==> src/rtl/syscall_unit.sv <==
// syscall_unit: services syscall instructions flagged by decode.
//   Service 1  (print integer): sends $a0 to the display sink.
//   Service 11 (print char)   : sends the low byte of $a0, zero-extended.
//   Service 10 (exit)         : halts for good. Only reset leaves this state.
//   Any other service number  : pulses bad_syscall, then completes.
//
// Ports
//   clk, reset                 clock and synchronous active-high reset
//   syscall_valid, syscall_v0  syscall request and its service number
//   syscall_a0                 $a0 from the register file
//   print_a0                   strobe that makes the register file latch $a0
//   stall, halt                pipeline hold while in service; sticky halt
//   disp_data/valid/ready      display payload handshake
//   bad_syscall, done          one-cycle status pulses
//   syscall_count              completed non-exit syscalls, saturating
//
// state    | meaning
// ---------+----------------------------------------------------------
// IDLE     | waiting for syscall_valid; latches the service number
// DISPATCH | decode the latched service number
// CAPTURE  | print_a0 high; the register file latches $a0
// WAIT     | $a0 is settled; load disp_data
// SEND     | disp_valid high until the sink accepts
// DONE     | pulse done and bump the count
// HALTED   | program exited; only reset leaves this state
module syscall_unit #(
    parameter int COUNT_W = 16
) (
    input  logic               clk,
    input  logic               reset,
    input  logic               syscall_valid,
    input  logic [31:0]        syscall_v0,
    input  logic [31:0]        syscall_a0,
    output logic               print_a0,
    output logic               stall,
    output logic               halt,
    output logic [31:0]        disp_data,
    output logic               disp_valid,
    input  logic               disp_ready,
    output logic               bad_syscall,
    output logic               done,
    output logic [COUNT_W-1:0] syscall_count
);

    localparam logic [31:0] SVC_PRINT_INT  = 32'd1;
    localparam logic [31:0] SVC_EXIT       = 32'd10;
    localparam logic [31:0] SVC_PRINT_CHAR = 32'd11;

    typedef enum logic [2:0] {
        S_IDLE,
        S_DISPATCH,
        S_CAPTURE,
        S_WAIT,
        S_SEND,
        S_DONE,
        S_HALTED
    } state_t;

    state_t      state_q;
    state_t      state_d;
    logic [31:0] svc;

    always_ff @(posedge clk) begin
        if (reset) begin
            state_q       <= S_IDLE;
            svc           <= '0;
            print_a0      <= 1'b0;
            disp_data     <= '0;
            syscall_count <= '0;
        end else begin
            state_q <= state_d;
            // svc is captured only here, so later changes on $v0 are ignored.
            if (state_q == S_IDLE && syscall_valid) begin
                svc <= syscall_v0;
            end
            // Registered from next state so the strobe is a clean flop output.
            print_a0 <= (state_d == S_CAPTURE);
            if (state_q == S_WAIT) begin
                disp_data <= (svc == SVC_PRINT_CHAR) ? {24'b0, syscall_a0[7:0]}
                                                     : syscall_a0;
            end
            if (state_q == S_DONE && !(&syscall_count)) begin
                syscall_count <= syscall_count + COUNT_W'(1);
            end
        end
    end

    always_comb begin
        state_d     = state_q;
        stall       = 1'b0;
        halt        = 1'b0;
        disp_valid  = 1'b0;
        bad_syscall = 1'b0;
        done        = 1'b0;
        case (state_q)
            S_IDLE: begin
                if (syscall_valid) begin
                    state_d = S_DISPATCH;
                end
            end
            S_DISPATCH: begin
                stall = 1'b1;
                if (svc == SVC_EXIT) begin
                    state_d = S_HALTED;
                end else if (svc == SVC_PRINT_INT || svc == SVC_PRINT_CHAR) begin
                    state_d = S_CAPTURE;
                end else begin
                    bad_syscall = 1'b1;
                    state_d     = S_DONE;
                end
            end
            S_CAPTURE: begin
                stall   = 1'b1;
                state_d = S_WAIT;
            end
            S_WAIT: begin
                stall   = 1'b1;
                state_d = S_SEND;
            end
            S_SEND: begin
                stall      = 1'b1;
                disp_valid = 1'b1;
                if (disp_ready) begin
                    state_d = S_DONE;
                end
            end
            S_DONE: begin
                done    = 1'b1;
                state_d = S_IDLE;
            end
            S_HALTED: begin
                stall = 1'b1;
                halt  = 1'b1;
            end
            default: begin
                state_d = S_IDLE;
            end
        endcase
    end

endmodule

==> config.mk <==
export PLATFORM = sky130hd
export DESIGN_NAME = syscall_unit
export DESIGN_NICKNAME = d
export VERILOG_FILES = /design/src/rtl/syscall_unit.sv
export SDC_FILE = /design/constraint.sdc
export NUM_CORES = 1
export LEC_CHECK = 0
export ABC_CLOCK_PERIOD_IN_PS = 1830
export CAP_MARGIN = 0
export CORE_MARGIN = 2
export CORE_UTILIZATION = 44
export CTS_CLUSTER_SIZE = 10
export DETAILED_ROUTE_END_ITERATION = 10
export HOLD_SLACK_MARGIN = 0.05
export PLACE_DENSITY = 0.79
export SKIP_CTS_REPAIR_TIMING = 1
export SYNTH_ARGS = -nofsm -noshare
export SYNTH_HDL_FRONTEND = slang
export SYNTH_SLANG_ARGS = --single-unit
==> constraint.sdc <==
create_clock -name clk -period 1.83 [get_ports clk]
set_input_delay 0.183 -clock clk [delete_from_list [all_inputs] [get_ports clk]]
set_output_delay 0.183 -clock clk [all_outputs]
set_load 0.005 [all_outputs]
==> metrics.txt <==
syn nets between 400 and 500; Final Slew Violations 0; filler cell count about 560; Cell variety after synth between 40 and 50; min Tclk post-route roughly 1.9 ns; core area around 7300 um^2; skew final 0.0106 ns; Finished Layout Cells 600; final setup fails 8; Final HPWL DP between 6 and 7 mm; DRT iter0 DRCs ~130; Synth area leader dfxtp_1; CP Cell Sequence nor4_4, nand4_1, nor3_2, nor2_2, dlymetal6s2s_1; final hold vios 0; Die Footprint between 8000 and 9000 um^2; total gr overflow 0; slowest CP cell dfxtp_2; async set-reset flop share out of synthesis 0%; synthesis-stage register bit count 84; cell area after layout approximately 5100 um^2; EDFF count, synth 0; fmax approximately 530 MHz; antenna viol nets, final 0; via count 3072; Die W 90.8 um; critical path data arrival time 1.71 ns; Post-Syn Area approximately 3300 um^2; # Max-Cap Violations 0; Static Leak 1.98 nW; Required @ worst endpoint between 1.5 and 2 ns; failing checks setup timing; first-pass GRT wire length around 13 mm; WL final slightly above 9 mm; crit path launch type register; element type at the critical path end primary output; Clock Tree Buf Depth 2; # diodes 0; hold path endpoint svc[14]; number of nets in the layout ~570; Placed Instances slightly below 600; period utilisation layout 103%; drt via density 5.12; share of layout cells above drive strength 1 between 15 and 20%; CTS Root Cell clkbuf_8; PwrDens around 830 nW/um^2; R2R depth 5; vias in the first global route around 2900; Synth Instances about 360; CTS tree done; status finished, violations left; Rows 31; hold path startpoint syscall_v0[14]; crit-path leading delay family simple AND/OR/NAND/NOR gates; global router's overall resource usage roughly a fifth; worst vdd ir between 0.5 and 0.6 mV; Rel. slew slack a little under three fifths; Synth warnings 0; syn avg cell area 9.19 um^2; Clock Sinks 84; PortBufs roughly 120; FF-to-FF Start svc[6]; Synth Flop Type dfxtp_1; Starting Density a little under half; post-route setup slack -0.0632 ns; Pre-antenna DRT Iters 4; GP Congestion 0.834; clk slew on worst S/H paths approximately 0.080 ns; RSZ-0062 raised after global routing yes; initial antenna violation count 0; largest stage delay on the critical path around 0.35 ns; Bufs and invs on worst path 1; # DRC 0; DR WL/cell between 15 and 20 um; top cells by count, synth dfxtp_1 (84), nand2_1 (70), a21oi_1 (37), nor2_1 (31), a22o_1 (24); clock latency on the worst-skew pair about 0.35 ns; r2r setup slk -0.05 ns; Reg-to-Reg End disp_data[22]; CP Class register to primary output; num ports between 100 and 150; post-synth top area share 50.7%; Layout Area Growth over Synthesis 54.7%; Crit Path Max Fanout 3; synth top area cells dfxtp_1 (51%), nand2_1 (7.9%), a22o_1 (6.3%); H-tree Lvls 3; largest net degree at the start of global routing 37; DP Area 4670 um^2; CTS buffer count 9; sequential share of the synthesized area 50.7%; Hold Path Class primary input to register; WHS Path Cells 3; most numerous cell in the Yosys netlist dfxtp_1; Worst Max-Slew Pin Slew approximately 0.67 ns; Die H about 91 um
==> area by class of cell <==
| cell class | count | area, um^2 | share of cell area [%] |
|---|---|---|---|
| Clock buffer | 10 | 128 | 2.49 |
| Clock inverter | 6 | 111 | 2.17 |
| Inverter | 5 | 21.3 | 0.415 |
| Multi-Input combinational cell | 251 | 1660 | 32.3 |
| Sequential cell | 84 | 1690 | 33.0 |
| Tap cell | 99 | 124 | 2.41 |
| Timing Repair Buffer | 145 | 1400 | 27.2 |
==> power breakdown <==
group	internal, mW	total (mW)	switching [mW]
sequential	1.92	2.01	0.0915
clock	0.910	1.56	0.655
combinational	0.373	0.706	0.333
==> registers in the layout (all words and copies together), names as in the netlist <==
register       cells
state_q            3
syscall_count     16
print_a0           1
disp_data         32
svc               32
==> logic make-up (layout without fill, tap and decap cells) <==
group | count (synthesis) | count (layout) | share of synthesized area, %
compound gates | 77 | 79 | 17.3
xor+xnor | 12 | 12 | 3.17
fa+ha+maj | 1 | 1 | 0.377
buf+inv | 28 | 166 | 4.11
flops | 84 | 84 | 50.7
mux | 11 | 11 | 3.40
simple gates | 148 | 148 | 21.0
==> worst min-delay path: stages <==
cell and delay [ns]:
clkdlybuf4s50_1 0.39, nand2_1 0.05, a21oi_1 0.05
==> per-stage QoR <==
stage / hold slack, ns / util (%) / worst slack, ns / setup TNS [ns] / power [mW]
after floorplan: 0.316 / - / 0.204 / 0 / 2.35
after global placement: 0.443 / 64.1 / -0.0512 / -1.20 / 2.63
after detailed placement: 0.449 / 64.1 / -0.0397 / -0.332 / 2.64
after CTS: 0.353 / 67.3 / -0.318 / -1.57 / 4.19
after global routing: 0.391 / 70.4 / -0.142 / -1.20 / 4.45
final: 0.383 / 70.4 / -0.0632 / -0.220 / 4.28
==> layout by cell type, fill, tap and decap left out, drive strengths merged, types with 2 or more instances in the layout <==
cell type	count
nand2	70
and2	4
nor3	5
nand4	7
a22o	24
mux2i	9
o21ba	2
clkbuf	10
a31oi	3
nor2	33
bufinv	3
nor4	8
buf	25
dfxtp	84
dlymetal6s2s	4
inv	6
or3	3
mux2	2
a211oi	5
nand3	5
nor2b	6
nand3b	3
clkdlybuf4s50	116
xnor2	11
a21oi	37
a311oi	4
==> worst max-delay path by stage <==
stage,start,to,cells past startpoint
after floorplan,syscall_count[3],syscall_count[9],5
after global placement,svc[16],disp_data[21],5
after detailed placement,svc[27],disp_data[20],5
after CTS,svc[2],bad_syscall,5
after global routing,svc[14],bad_syscall,5
final,svc[6],bad_syscall,5
==> routing by layer <==
metal	track usage [%]	up-vias	wire [um]
met2	33.5	95	4520
met4	6.57	0	90
met1	25.3	1446	4030
met3	4.01	7	420
met5	0	-	0
li1	-	1524	-
No activity file was read; power rests on OpenSTA's default activity.
